## config.mk

```make
export PLATFORM = sky130hd
export DESIGN_NAME = vga_frame_reader
export DESIGN_NICKNAME = d
export VERILOG_FILES = /design/src/rtl/vga_frame_reader.sv
export SDC_FILE = /design/constraint.sdc
export NUM_CORES = 1
export LEC_CHECK = 0
export ABC_CLOCK_PERIOD_IN_PS = 9200
export CAP_MARGIN = 20
export CELL_PAD_IN_SITES_DETAIL_PLACEMENT = 0
export CELL_PAD_IN_SITES_GLOBAL_PLACEMENT = 2
export CORE_MARGIN = 5
export CORE_UTILIZATION = 45
export CTS_CLUSTER_DIAMETER = 80
export DETAILED_ROUTE_END_ITERATION = 8
export PLACE_DENSITY = 0.77
export SYNTH_ARGS = -nofsm -noshare
export SYNTH_HDL_FRONTEND = slang
export SYNTH_SLANG_ARGS = --single-unit
```

## constraint.sdc

```tcl
create_clock -name clk -period 9.2 [get_ports clk]
set_input_delay 0.92 -clock clk [delete_from_list [all_inputs] [get_ports clk]]
set_output_delay 0.92 -clock clk [all_outputs]
set_load 0.05 [all_outputs]
```

## src/rtl/vga_frame_reader.sv

```systemverilog
// Prefetches the RGB565 framebuffer from SDRAM into a small pixel FIFO and
// serves one pixel per request to the VGA driver, flagging underflow.
module vga_frame_reader #(
  parameter int unsigned H_ACTIVE   = 640,
  parameter int unsigned V_ACTIVE   = 480,
  parameter int unsigned FIFO_DEPTH = 16,
  parameter int unsigned ADDR_W     = 19
) (
  input  logic              clk,
  input  logic              reset_n,
  input  logic              frame_start,
  input  logic              pixel_req,
  output logic [15:0]       pixel_data,
  output logic              pixel_valid,
  output logic              underflow,
  output logic [ADDR_W-1:0] rd_addr,
  output logic              rd_en,
  input  logic              rd_ready,
  input  logic [15:0]       rd_data,
  input  logic              rd_valid
);

  localparam int unsigned PTR_W = $clog2(FIFO_DEPTH);
  localparam int unsigned CNT_W = PTR_W + 1;
  localparam int unsigned SUM_W = CNT_W + 1;
  localparam logic [ADDR_W-1:0] LAST_ADDR = ADDR_W'(H_ACTIVE * V_ACTIVE - 1);

  typedef enum logic [1:0] {IDLE, FETCH, DONE} state_t;

  state_t             state;
  logic [15:0]        mem [FIFO_DEPTH];
  logic [PTR_W-1:0]   wr_ptr;
  logic [PTR_W-1:0]   rd_ptr;
  logic [CNT_W-1:0]   fifo_count;
  logic [CNT_W-1:0]   inflight;
  logic [CNT_W-1:0]   discard;
  logic [CNT_W-1:0]   inflight_nxt;
  logic [SUM_W-1:0]   credit_used;
  logic               accept;
  logic               push;
  logic               pop;
  logic               fifo_empty;
  logic               fifo_full;

  // Credit: every word in the FIFO or still owed by SDRAM holds a FIFO slot.
  assign credit_used  = SUM_W'(fifo_count) + SUM_W'(inflight);
  assign rd_en        = (state == FETCH) && (credit_used < SUM_W'(FIFO_DEPTH)) && (discard == '0);
  assign accept       = rd_en && rd_ready;
  assign fifo_empty   = (fifo_count == '0);
  assign fifo_full    = (fifo_count == CNT_W'(FIFO_DEPTH));
  assign push         = rd_valid && (discard == '0) && !frame_start;
  assign pop          = pixel_req && !fifo_empty;
  assign inflight_nxt = inflight + CNT_W'(accept) - CNT_W'(rd_valid);

  always_ff @(posedge clk or negedge reset_n) begin
    if (!reset_n) begin
      state       <= IDLE;
      rd_addr     <= '0;
      wr_ptr      <= '0;
      rd_ptr      <= '0;
      fifo_count  <= '0;
      inflight    <= '0;
      discard     <= '0;
      underflow   <= 1'b0;
      pixel_data  <= 16'h0000;
      pixel_valid <= 1'b0;
    end else begin
      inflight <= inflight_nxt;
      if (frame_start) begin
        // Words still owed for the old frame, including one accepted now, get dropped.
        state      <= FETCH;
        rd_addr    <= '0;
        wr_ptr     <= '0;
        rd_ptr     <= '0;
        fifo_count <= '0;
        discard    <= inflight_nxt;
        underflow  <= 1'b0;
      end else begin
        if (accept) begin
          rd_addr <= rd_addr + ADDR_W'(1);
          if (rd_addr == LAST_ADDR) state <= DONE;
        end
        if (rd_valid && (discard != '0)) discard <= discard - CNT_W'(1);
        if (push) wr_ptr <= wr_ptr + PTR_W'(1);
        if (pop) rd_ptr <= rd_ptr + PTR_W'(1);
        fifo_count <= fifo_count + CNT_W'(push) - CNT_W'(pop);
        if (pixel_req && fifo_empty) underflow <= 1'b1;
      end
      if (pixel_req) begin
        pixel_valid <= !fifo_empty;
        pixel_data  <= fifo_empty ? 16'h0000 : mem[rd_ptr];
      end else begin
        pixel_valid <= 1'b0;
      end
    end
  end

  // Storage needs no reset; occupancy is tracked by fifo_count.
  always_ff @(posedge clk) begin
    if (push) mem[wr_ptr] <= rd_data;
  end

  assert property (@(posedge clk) disable iff (!reset_n) !(push && fifo_full && !pop))
    else $error("vga_frame_reader: push into full pixel FIFO");

endmodule
```

# ---- Word-level counts from Yosys, hierarchy flattened
# Memory sizes are Yosys's and may differ from the RTL's.
# Index checks and enable logic that the tools add are counted.
dict set report op_classes {
  addsub 9
  order_cmp 1
  eq_ne 2
  n_mux 18
  reduce_logical 20
}
# operator n
set op_table {}
lappend op_table {{2-to-1 mux 19 bit} 2}
lappend op_table {{adder 19 x 1 -> 19 bit, second input constant} 1}
lappend op_table {{== test 19 bit, second input constant} 1}
lappend op_table {{2-to-1 mux 16 bit} 1}
lappend op_table {{2-to-1 mux 4 bit} 4}
lappend op_table {{2-to-1 mux 5 bit} 3}
lappend op_table {{nonzero test 2 bit} 6}
lappend op_table {{adder 5 x 1 -> 5 bit} 2}
lappend op_table {{logical NOT 5 bit} 2}
lappend op_table {{subtractor 5 x 1 -> 5 bit} 2}
lappend op_table {{adder 4 x 1 -> 4 bit, second input constant} 2}
lappend op_table {{logical AND 1 bit} 8}
lappend op_table {{adder 5 x 5 -> 6 bit} 1}
lappend op_table {{< comparator 6 x 5 -> 1 bit, second input constant} 1}
lappend op_table {{2-to-1 mux 2 bit} 3}
lappend op_table {{2-to-1 mux 1 bit} 5}
lappend op_table {{nonzero test 5 bit} 1}
lappend op_table {{subtractor 5 x 1 -> 5 bit, second input constant} 1}
lappend op_table {{== test 2 x 1 -> 1 bit, second input constant} 1}
lappend op_table {{logical NOT 1 bit} 2}
lappend op_table {{AND reduction 2 bit} 1}
dict set report word_totals {
  ff_bits 62
  mem_bits_rw 256
  inputBits 22
  output_inout_bits 38
  elab_cells 61
  memories 1
}
# name depth width read_ports rd_ports_with_merged_regs write_ports line_no
set memory_table {}
lappend memory_table {mem 16 16 1 0 1 31} ;# logic [15:0] mem [FIFO_DEPTH];

# ---- Longest topological paths before layout
# Gate-level depths: netlist of run 1.
dict set report depth {
  depth_word 8
  mapped_depth 15
  depth_no_buf 15
}

# ---- Worst setup path before layout of run 1
# OpenSTA, ideal clock, no wires.
dict set report synth_path {
  kind {register to register}
  startpoint {reg fifo_count[2]}
  endpoint {reg discard[4]}
  arrival_ns 3.241
  t_required_ns 9.082
  setup_slack_ns 5.841
  path_stages_with_launch 16
  n_path_buf 1
  path_cell_list {dfrtp_1 > ha_1 > nand4_1 > a21boi_1 > clkbuf_1 > or2_2 > ha_1 > inv_1 > ha_1 > inv_1 > fa_1 > inv_1 > a21o_1 > a21oi_1 > xnor2_1 > a21o_1}
}
dict set report synth_via {
  elab_chain_cells 8
}
# element line_no
set synth_rtl {}
lappend synth_rtl {{start: declaration} 34} ;# logic [CNT_W-1:0] fifo_count;
lappend synth_rtl {{start signal: assignment} 86} ;# fifo_count <= fifo_count + CNT_W'(push) - CNT_W'(pop);
lappend synth_rtl {{adder 5 x 5 -> 6 bit} 46} ;# assign credit_used = SUM_W'(fifo_count) + SUM_W'(inflight);
lappend synth_rtl {{< comparator 6 x 5 -> 1 bit} 47} ;# assign rd_en = (state == FETCH) && (credit_used < SUM_W'(FIFO_DEPTH)) && (discard == '0);
lappend synth_rtl {{logical AND 1 bit (2 in a row)} 47}
lappend synth_rtl {{logical AND 1 bit} 48} ;# assign accept = rd_en && rd_ready;
lappend synth_rtl {{adder 5 x 1 -> 5 bit} 53} ;# assign inflight_nxt = inflight + CNT_W'(accept) - CNT_W'(rd_valid);
lappend synth_rtl {{subtractor 5 x 1 -> 5 bit} 53}
lappend synth_rtl {{via inflight_nxt[4]} 37} ;# logic [CNT_W-1:0] inflight_nxt;
lappend synth_rtl {{2-to-1 mux 5 bit} 69} ;# if (frame_start) begin
lappend synth_rtl {{end signal: assignment} 76} ;# discard <= inflight_nxt;
lappend synth_rtl {{end signal: assignment} 83} ;# if (rd_valid && (discard != '0)) discard <= discard - CNT_W'(1);
lappend synth_rtl {{end: declaration} 36} ;# logic [CNT_W-1:0] discard;
# The timed path passes the listed nets, and every way through them passes these cells.
# A chain may end at the register's enable or synchronous reset.

# ---- Worst setup path after layout of run 1
dict set report layout_path {
  startpoint {reg discard[0]}
  endpoint {out rd_en}
}
dict set report layout_via {
  elab_chain_cells 2
}
# element line_no
set layout_rtl {}
lappend layout_rtl {{logical NOT 5 bit} 47}
lappend layout_rtl {{logical AND 1 bit} 47}
lappend layout_rtl {{end: declaration} 17} ;# output logic rd_en,
# No other way between the ends.

==> results.cfg, run 1 <==
[logic_synthesis]
leading_cell_type_by_number_of_instances_after_synthesis = sky130_fd_sc_hd__edfxtp_1
syn_avg_cell_area_um2 = 17.4
mappedNetlistNets = 797
asyncSetResetFlopFracSynth_pct = 19.5
synthesis_warnings = 0
mappedNetlistArea_mm2 = 0.0130
synth-edff-count = 256
fraction_of_synthesized_cell_area_taken_by_the_top_area_cell_type_pct = 58.9
netlist_instances = 751
largest_area_contributor_in_the_netlist = sky130_fd_sc_hd__edfxtp_1
most_area_consuming_cells_after_synthesis = sky130_fd_sc_hd__edfxtp_1, sky130_fd_sc_hd__dfrtp_1, sky130_fd_sc_hd__mux4_2
synth-seq-area-share_pct = 70.8
yosysUniqueCellTypes = 44
synth_commonest_cells = sky130_fd_sc_hd__edfxtp_1, sky130_fd_sc_hd__mux4_2, sky130_fd_sc_hd__nor2_1
ys_ff_latch = 318
dominantRegCellSynth = sky130_fd_sc_hd__edfxtp_1

[power]
max-vdd-ir-drop_mv = 0.185
leakagePower_nw = 5.11
power.combinational.fraction_pct = 21.0
switchingPower_mw = 1.06
power.share.sequential_pct = 45.2
power_density_mw_per_mm2 = 251
clkPwrFrac_pct = 33.9
cellInternalPower_mw = 2.76
total_power_mw = 3.82
share_of_total_power_consumed_by_net_switching_pct = 27.8

[final_layout]
diodes = 0
area_growth_syn_to_layout_pct = 16.7
final_net_count = 878
postLayoutCoreUtil_pct = 53.0
final_layout_size_suffix_gt1_share_pct = 19.1
fillers = 2295

[critical_path]
worstPathBufferInverterCount = 2
crit-reg2reg-capture = fifo_count[4]$_DFF_PN0_
slowest_stage_delay_on_critical_path_ns = 0.82
timing.critical_path.cells = inv_1 -> ha_1 -> nor4b_1 -> nand3b_1 -> nor2_1 -> clkdlybuf4s50_1
r2r_setup_slack_ns = 5.55
slowest_stage = sky130_fd_sc_hd__clkdlybuf4s50_1
timing.rr.start = fifo_count[3]$_DFF_PN0_
path_delay_family = simple AND/OR/NAND/NOR gates
timing.critical_path.arrival_ns = 3.21
start_kind = register
worst_r2r_path_depth = 14
data_required_time_of_the_worst_path_ns = 8.28
crit_fanout = 6
critical_path_class = register to output port
cp-end-kind = output port

[die]
core_area_mm2 = 0.0287
initial_utilization_pct = 45.5
pin_count = 60
rows = 62
dieArea_mm2 = 0.0325
die_width_um = 180
die_h_um = 180

[worst_hold_path]
hold_path_class = register to register
hold_path_startpoint = state[1]$_DFFE_PN0P_
holdPathEnd = state[1]$_DFFE_PN0P_
hold_path_depth = 1

[route]
routed-wl-met2_mm = 14.2
via_count = 6687
detail_route.first_pass.iterations = 4
drt_drc = 0
wl_per_cell_um = 22.3
route.top_layer_used = met5
wirelength_mm = 27.5
routed_via_density = 5.41
drt-met1-wl_mm = 11.8
wl_met3_mm = 1.07
drtAntennaViolNets = 0
detailedRoute.firstIterationViolations = 463

[global_routing]
antenna_found_initial = 1
overflow = 0
global_route.usage.total_pct = 16.9
grt_max_degree = 63
grt_pass1_wl_mm = 42.1
vias_in_the_first_global_route = 6931

[clock_tree]
clk_pin_slew_ns = 0.06
inserted_clock_buffers = 34
cts.htree.levels = 2
cts.path.max_buffers = 3
cts_repair_resize_count = 0
root_buffer = sky130_fd_sc_hd__clkbuf_16
cts_tree = built
cts_setup_buffers = 0
clock-sinks = 318
post_cts_hold_buffer_count = 0
later_pin_clock_latency_in_the_skew_report_ns = 0.49

[timing]
worst_slew_slack_as_a_fraction_of_its_limit_pct = 28.4
max_slew.worst_pin.slew_ns = 1.07
fin_crit_sh_pct = 44.9
timing_max_transition_violations_final = 0
setup_viol = 0
final.setup_skew_ns = 0.0103
tns_ns = 0
final.min_clock_period_ns = 4.13
rsz_0062_raised_after_global_routing = no
clock.fmax_mhz = 242
timing.final.hold_violations = 0
worst_slack_ns = 5.07

[place]
routabilityCongestion = 0.792
portBuffers = 59
pre_cts_ws_ns = 4.72
dp_wirelength_mm = 16.0

[job]
timing.max_cap.violations = 0

[status]
status = finished clean
-- metal layers --
layer,global-route usage (%),up-vias
met5,0,-
met4,3.54,2
met3,2.68,34
met2,29.7,125
met1,22.4,3466
li1,-,3060
-- kinds of logic after synthesis --
| kind of cell | count (synthesis) | share of synthesized area (%) |
|---|---|---|
| fa+ha+maj | 24 | 2.42 |
| xor+xnor | 32 | 2.15 |
| simple gates | 147 | 5.98 |
| mux | 99 | 13.9 |
| compound gates | 56 | 2.47 |
| flops | 318 | 70.8 |
| buf+inv | 75 | 2.28 |
-- how the worst max path moves through the flow --
stage | slack, ns | start | endpoint | cells past startpoint
final | 5.07 | discard[0]$_DFFE_PN0P_ | rd_en | 6
after CTS | 5.04 | discard[0]$_DFFE_PN0P_ | rd_en | 6
after global routing | 4.80 | discard[0]$_DFFE_PN0P_ | rd_en | 6
after detailed placement | 4.72 | pixel_req | fifo_count[4]$_DFF_PN0_ | 12
after global placement | 4.86 | pixel_req | fifo_count[4]$_DFF_PN0_ | 12
after floorplan | 5.84 | fifo_count[2]$_DFF_PN0_ | discard[4]$_DFFE_PN0P_ | 15
-- power by group through the flow --
stage	sequential [mW]	combinational (mW)	clock, mW
floorplan	1.84	0.484	0
global placement	1.78	0.768	0
detailed placement	1.78	0.781	0
CTS	1.75	0.786	1.33
global route	1.74	0.885	1.39
finish	1.73	0.802	1.30
-- cell type report --
| cell class | instances | area [um2] | share of cell area, % |
|---|---|---|---|
| clock buffer | 47 | 910 | 5.98 |
| clock inverter | 10 | 141 | 0.929 |
| inverter | 39 | 146 | 0.962 |
| multi-input combinational | 358 | 3530 | 23.2 |
| sequential | 318 | 9250 | 60.7 |
| tap | 384 | 480 | 3.16 |
| timing repair buffer | 81 | 763 | 5.01 |
-- cell usage in the layout, fill, tap and decap left out, types with 2 or more instances in the layout --
cell type and n:
sky130_fd_sc_hd__clkdlybuf4s50_1 58, sky130_fd_sc_hd__a21o_1 5, sky130_fd_sc_hd__clkbuf_16 34, sky130_fd_sc_hd__mux2_2 16
sky130_fd_sc_hd__a21oi_1 28, sky130_fd_sc_hd__nand2_1 19, sky130_fd_sc_hd__fa_1 2, sky130_fd_sc_hd__nor2_1 64
sky130_fd_sc_hd__edfxtp_1 256, sky130_fd_sc_hd__inv_1 39, sky130_fd_sc_hd__nor4_1 7, sky130_fd_sc_hd__mux2i_1 19
sky130_fd_sc_hd__nor2b_1 2, sky130_fd_sc_hd__nand2b_1 4, sky130_fd_sc_hd__bufinv_16 3, sky130_fd_sc_hd__nor4b_1 4
sky130_fd_sc_hd__o22ai_1 16, sky130_fd_sc_hd__buf_4 21, sky130_fd_sc_hd__nor4_2 5, sky130_fd_sc_hd__mux4_2 64
sky130_fd_sc_hd__dfrtp_2 2, sky130_fd_sc_hd__and4_1 3, sky130_fd_sc_hd__xnor2_1 26, sky130_fd_sc_hd__nand3_1 7
sky130_fd_sc_hd__or4_1 2, sky130_fd_sc_hd__o21ai_0 4, sky130_fd_sc_hd__nor3_2 4, sky130_fd_sc_hd__ha_1 22
sky130_fd_sc_hd__or2_2 2, sky130_fd_sc_hd__inv_6 2, sky130_fd_sc_hd__clkinv_1 2, sky130_fd_sc_hd__clkbuf_1 12
sky130_fd_sc_hd__or3_1 3, sky130_fd_sc_hd__nand4_1 8, sky130_fd_sc_hd__dfrtp_1 59, sky130_fd_sc_hd__nor3_1 4
sky130_fd_sc_hd__nand3b_1 2, sky130_fd_sc_hd__xor2_1 6, sky130_fd_sc_hd__clkinv_2 2
-- worst register-to-register path: cells and delay by family, from the launching register on --
kind,cells,cell delay (ns)
xor gates and xnor gates,1,0.13
DFF,1,0.41
adders and majority gates,4,1.11
and+or+nand+nor,5,1.32
buffers and inverters,3,0.40
AOI/OAI and AO/OA,1,0.16
-- sequential cells by signal, summed over array words and instances (netlist names), 4 cells and up --
signal,cells
inflight,5
discard,5
rd_ptr,4
rd_addr,19
pixel_data,16
fifo_count,5
wr_ptr,4
mem,256
-- metrics by stage --
stage	cell area, um2	hold WS [ns]	cells
4_1_cts	15200	0.518	1236
3_5_place_dp	14100	0.503	1179
6_report	15200	0.508	1237
2_1_floorplan	13000	0.471	751
3_3_place_gp	14100	0.504	1179
5_1_grt	15200	0.541	1237
No activity file was read; power rests on OpenSTA's default activity.
==> run 2: changes to the inputs <==
Settings changed: ABC_CLOCK_PERIOD_IN_PS 9200 to 3400, CORE_UTILIZATION 45 to 41, PLACE_DENSITY 0.77 to 0.74.
Clock period 9.2 ns to 3.4 ns, I/O delays scaled along.
==> results.cfg, run 2 (synthesized netlist as in run 1, its figures left out) <==
[power]
clkPwrFrac_pct = 34.1
switchingPower_mw = 2.97
cellInternalPower_mw = 7.49
leakagePower_nw = 5.29
power.share.sequential_pct = 44.7
power.combinational.fraction_pct = 21.2
max-vdd-ir-drop_mv = 0.436
share_of_total_power_consumed_by_net_switching_pct = 28.4
power_density_mw_per_mm2 = 675

[die]
die_h_um = 188
core_area_mm2 = 0.0315
dieArea_mm2 = 0.0355
pin_count = 60
die_width_um = 188
rows = 65
initial_utilization_pct = 41.5

[route]
drt_drc = 0
detailedRoute.firstIterationViolations = 415
wirelength_mm = 27.5
drtAntennaViolNets = 0
detail_route.first_pass.iterations = 4
wl_per_cell_um = 21.4
routed_via_density = 5.32
via_count = 6837

[final_layout]
final_layout_size_suffix_gt1_share_pct = 22.4
regMostFlops = mem
postLayoutCoreUtil_pct = 49.3
most_frequent_cells_in_the_layout = sky130_fd_sc_hd__edfxtp_1, sky130_fd_sc_hd__nor2_1, sky130_fd_sc_hd__mux4_2
final_common_cell = sky130_fd_sc_hd__edfxtp_1
layout.cell_area.non_filler_mm2 = 0.0155
final_net_count = 902
max_ffs_per_register = 256
reg_top3 = mem x256, rd_addr x19, pixel_data x16
diodes = 0
area_growth_syn_to_layout_pct = 18.9

[global_routing]
overflow = 0
vias_in_the_first_global_route = 7516
grt_pass1_wl_mm = 43.9
antenna_found_initial = 0
grt_max_degree = 43
global_route.usage.total_pct = 15.8

[timing]
timing_max_transition_violations_final = 0
fin_crit_sh_pct = 93.2
final.setup_skew_ns = 0.0133
max_slew.worst_pin.slew_ns = 1.05
setup_viol = 0
worst_slew_slack_as_a_fraction_of_its_limit_pct = 30.3
timing.final.hold_violations = 0
worst_slack_ns = 0.232
final.min_clock_period_ns = 3.17
clock.fmax_mhz = 316

[job]
timing.max_cap.violations = 0

[clock_tree]
clock-sinks = 318
cts_tree = built
clk_pin_slew_ns = 0.06
cts.htree.levels = 2
root_buffer = sky130_fd_sc_hd__clkbuf_16
inserted_clock_buffers = 35
cts.path.max_buffers = 3
later_pin_clock_latency_in_the_skew_report_ns = 0.51

[critical_path]
r2r_setup_slack_ns = 0.23
path_delay_family = adder cells
cp-end-kind = register
worstPathBufferInverterCount = 3
timing.critical_path.cells = ha_1 -> nor4b_2 -> nand4b_1 -> or2_2 -> ha_1 -> inv_1 -> ha_1 -> inv_1 -> fa_1 -> inv_1 -> a21o_1 -> a21oi_1 -> xnor2_1 -> a21o_1
critical_path_class = register to register
crit_fanout = 3
timing.critical_path.arrival_ns = 3.56
slowest_stage_delay_on_critical_path_ns = 0.40
start_kind = register
slowest_stage = sky130_fd_sc_hd__dfrtp_1
data_required_time_of_the_worst_path_ns = 3.79

[place]
portBuffers = 59
dpl_cell_area_mm2 = 0.0144
pre_cts_ws_ns = 0.144
dp_wirelength_mm = 17.9
routabilityCongestion = 0.778

[worst_hold_path]
hold_path_class = primary input to asynchronous set/reset pin

[status]
status = finished clean
## run 2: changes by cell type in the layout (fill, tap and decap cells not counted), moves of 2 or more
cell and delta:
sky130_fd_sc_hd__clkinv_2 +9, sky130_fd_sc_hd__clkinvlp_4 +3, sky130_fd_sc_hd__buf_12 +3, sky130_fd_sc_hd__nor4b_2 +2
sky130_fd_sc_hd__nor4b_1 -2, sky130_fd_sc_hd__clkbuf_1 -12, sky130_fd_sc_hd__buf_4 +19, sky130_fd_sc_hd__clkbuf_16 +2
sky130_fd_sc_hd__clkinv_1 +7
## run 2: area by class of cell
type                            instances  area [um2]
Clock inverter                         27         196
Clock buffer                           36         901
Sequential cell                       318        9250
Fill cell                            2585       16000
Timing Repair Buffer                  104         978
Tap cell                              402         503
Multi-Input combinational cell        358        3550
Inverter                               39         146
## run 2: worst paths after layout
kind / startpoint / endpoint / cells past startpoint
setup / recovery: fifo_count[4]$_DFF_PN0_ / discard[4]$_DFFE_PN0P_ / 14
hold reg to reg: underflow$_DFFE_PN0P_ / underflow$_DFFE_PN0P_ / 2
setup reg to reg: fifo_count[4]$_DFF_PN0_ / discard[4]$_DFFE_PN0P_ / 14
max in group asynchronous: reset_n / discard[1]$_DFFE_PN0P_ / 3
min in group clk: underflow$_DFFE_PN0P_ / underflow$_DFFE_PN0P_ / 2
hold / removal: reset_n / pixel_data[8]$_DFFE_PN0P_ / 2
## run 2: routing by layer
layer | GRT usage, % | share of wire, %
met1 | 22.2 | 45
met5 | 0 | 0
met3 | 2.43 | 4.4
met4 | 3.45 | 1.6
met2 | 26.6 | 49
## run 2: power by group through the flow
stage | clock network [mW] | logic [mW] | registers, mW
after floorplan | 0 | 1.31 | 4.97
after global placement | 0 | 2.21 | 4.75
after detailed placement | 0 | 2.23 | 4.76
after CTS | 3.67 | 2.25 | 4.68
after global routing | 3.82 | 2.46 | 4.72
final | 3.57 | 2.22 | 4.68
## run 2: through the flow
step           hold WS (ns)  cells  power [mW]  TNS (ns)
4_1_cts               0.525   1284        10.6         0
6_report              0.493   1284        10.5         0
5_1_grt               0.562   1284        11.0  -0.00235
2_1_floorplan        0.0444    751        6.28         0
3_5_place_dp          0.515   1220        7.00         0
3_3_place_gp          0.495   1220        6.96         0
## run 2: what timing repair did
| item | 4_1_cts | 5_1_grt |
|---|---|---|
| endpoints found under the hold margin | 33 | 0 |
| resized for setup | 0 | 3 |
| setup endpoints to repair | 0 | 2 |
| setup buffers | 0 | 0 |
| hold buffers | 1 | 0 |
## run 2: worst reg2reg max path, cell delays in order (launching register included)
cell	delay [ns]
sky130_fd_sc_hd__dfrtp_1	0.40
sky130_fd_sc_hd__ha_1	0.33
sky130_fd_sc_hd__nor4b_2	0.33
sky130_fd_sc_hd__nand4b_1	0.17
sky130_fd_sc_hd__or2_2	0.30
sky130_fd_sc_hd__ha_1	0.28
sky130_fd_sc_hd__inv_1	0.06
sky130_fd_sc_hd__ha_1	0.16
sky130_fd_sc_hd__inv_1	0.05
sky130_fd_sc_hd__fa_1	0.39
sky130_fd_sc_hd__inv_1	0.07
sky130_fd_sc_hd__a21o_1	0.11
sky130_fd_sc_hd__a21oi_1	0.08
sky130_fd_sc_hd__xnor2_1	0.14
sky130_fd_sc_hd__a21o_1	0.18
==> run 3: changes to the inputs <==
Settings changed: CORE_UTILIZATION 41 to 38, PLACE_DENSITY 0.74 to 0.69.
==> results.cfg, run 3 (synthesized netlist as in run 1, its figures left out) <==
[critical_path]
critical_path_class = register to register
crit_fanout = 3
data_required_time_of_the_worst_path_ns = 3.79
timing.critical_path.arrival_ns = 3.59
start_kind = register
cp-end-kind = register

[timing]
hold_ws_ns = 0.279
clock.fmax_mhz = 313
tns_ns = 0
fin_crit_sh_pct = 94.0
setup_viol = 0
final.min_clock_period_ns = 3.20
max_slew.worst_pin.slew_ns = 0.827
final.setup_skew_ns = 0.0164
timing.final.hold_violations = 0
timing_max_transition_violations_final = 0
rsz_0062_raised_after_global_routing = no
worst_slew_slack_as_a_fraction_of_its_limit_pct = 44.4

[route]
drt_drc = 0
detailedRoute.firstIterationViolations = 408
detail_route.first_pass.iterations = 5
drtAntennaViolNets = 0
wirelength_mm = 28.2
wl_per_cell_um = 21.1
via_count = 6873
routed_via_density = 5.16

[clock_tree]
cts_tree = built
cts.htree.levels = 2
later_pin_clock_latency_in_the_skew_report_ns = 0.51
inserted_clock_buffers = 36
root_buffer = sky130_fd_sc_hd__clkbuf_16
clock-sinks = 318
clk_pin_slew_ns = 0.06
cts.path.max_buffers = 3

[power]
total_power_mw = 10.5
power.share.sequential_pct = 44.5
clkPwrFrac_pct = 34.0
power_density_mw_per_mm2 = 671
cellInternalPower_mw = 7.49
power.combinational.fraction_pct = 21.5
switchingPower_mw = 2.97
share_of_total_power_consumed_by_net_switching_pct = 28.4
leakagePower_nw = 5.29
max-vdd-ir-drop_mv = 0.423

[die]
dieArea_mm2 = 0.0381
die_width_um = 195
die_h_um = 195
core_area_mm2 = 0.0337
rows = 67
pin_count = 60
initial_utilization_pct = 38.7

[place]
routabilityCongestion = 0.757
dpl_cell_area_mm2 = 0.0145
portBuffers = 59
dp_wirelength_mm = 18.1

[final_layout]
regMostFlops = mem
final_net_count = 905
reg_top3 = mem x256, rd_addr x19, pixel_data x16
final_common_cell = sky130_fd_sc_hd__edfxtp_1
fillers = 2859
final_layout_size_suffix_gt1_share_pct = 21.9
max_ffs_per_register = 256
most_frequent_cells_in_the_layout = sky130_fd_sc_hd__edfxtp_1, sky130_fd_sc_hd__nor2_1, sky130_fd_sc_hd__mux4_2
diodes = 0
postLayoutCoreUtil_pct = 46.3
layout.cell_area.non_filler_mm2 = 0.0156
area_growth_syn_to_layout_pct = 19.5

[global_routing]
global_route.usage.total_pct = 14.8
overflow = 0
grt_max_degree = 68
antenna_found_initial = 1
grt_pass1_wl_mm = 44.0
vias_in_the_first_global_route = 7240

[job]
timing.max_cap.violations = 0

[worst_hold_path]
hold_path_class = primary input to asynchronous set/reset pin

[status]
status = finished clean
## run 3: cell types whose count changed in the layout (fill, tap and decap cells not counted), sizes merged
cell / change
clkbuf: +9
clkinv: -8
inv: +1
clkinvlp: -1
buf: +2
bufinv: -1
## run 3: critical path, cell delays in order, from the launching register on
cell and delay, ns:
sky130_fd_sc_hd__dfrtp_1 0.41, sky130_fd_sc_hd__ha_1 0.33, sky130_fd_sc_hd__nor4b_2 0.33, sky130_fd_sc_hd__nand4b_1 0.17, sky130_fd_sc_hd__or2_2 0.32, sky130_fd_sc_hd__ha_1 0.27
sky130_fd_sc_hd__inv_1 0.06, sky130_fd_sc_hd__ha_1 0.16, sky130_fd_sc_hd__inv_1 0.06, sky130_fd_sc_hd__fa_1 0.40, sky130_fd_sc_hd__inv_1 0.08, sky130_fd_sc_hd__a21o_1 0.12
sky130_fd_sc_hd__a21oi_1 0.08, sky130_fd_sc_hd__xnor2_1 0.14, sky130_fd_sc_hd__a21o_1 0.18
## run 3: layer usage
layer  wire length (um)  GRT usage, %  up-vias
li1                   -             -     3116
met1              12800          20.8     3581
met2              13800          24.4      145
met3               1220          2.57       29
met4                338          3.39        2
met5                 12             0        -
## run 3: repair_timing
action / in CTS / in global routing
setup endpoints to repair: 0 / 2
gates resized for setup: 0 / 3
setup buffers: 0 / 0
hold endpoints to repair: 0 / 11
hold buffers: 0 / 1
## run 3: final timing paths
| check | slack, ns | cells after the start | startpoint | end |
|---|---|---|---|---|
| worst max-delay path | 0.20 | 14 | fifo_count[4]$_DFF_PN0_ | discard[4]$_DFFE_PN0P_ |
| worst min-delay path | 0.28 | 2 | reset_n | pixel_data[8]$_DFFE_PN0P_ |
| worst max register to register | 0.20 | 14 | fifo_count[4]$_DFF_PN0_ | discard[4]$_DFFE_PN0P_ |
| worst min register to register | 0.51 | 2 | underflow$_DFFE_PN0P_ | underflow$_DFFE_PN0P_ |
| max in group asynchronous | 2.43 | 4 | reset_n | fifo_count[2]$_DFF_PN0_ |
| min in group clk | 0.51 | 2 | underflow$_DFFE_PN0P_ | underflow$_DFFE_PN0P_ |
## run 3: layout make-up
class / count / area, um2 / share of cell area, %
Inverter: 39 / 146 / 0.939
Multi-Input combinational cell: 358 / 3550 / 22.8
Tap cell: 448 / 561 / 3.60
Clock buffer: 45 / 966 / 6.20
Timing Repair Buffer: 106 / 1010 / 6.45
Sequential cell: 318 / 9250 / 59.3
Clock inverter: 18 / 118 / 0.754
## run 3: stage by stage
step / cells / setup slack, ns
3_5_place_dp: 1267 / 0.157
5_1_grt: 1332 / 0.00710
3_3_place_gp: 1267 / 0.171
6_report: 1332 / 0.203
2_1_floorplan: 751 / 0.0409
4_1_cts: 1330 / 0.0118
## run 3: power by group through the flow
stage	logic (mW)	registers [mW]	clock network, mW
6_report	2.24	4.66	3.56
5_1_grt	2.47	4.69	3.85
4_1_cts	2.27	4.66	3.66
3_5_place_dp	2.26	4.74	0
3_3_place_gp	2.25	4.73	0
2_1_floorplan	1.31	4.97	0
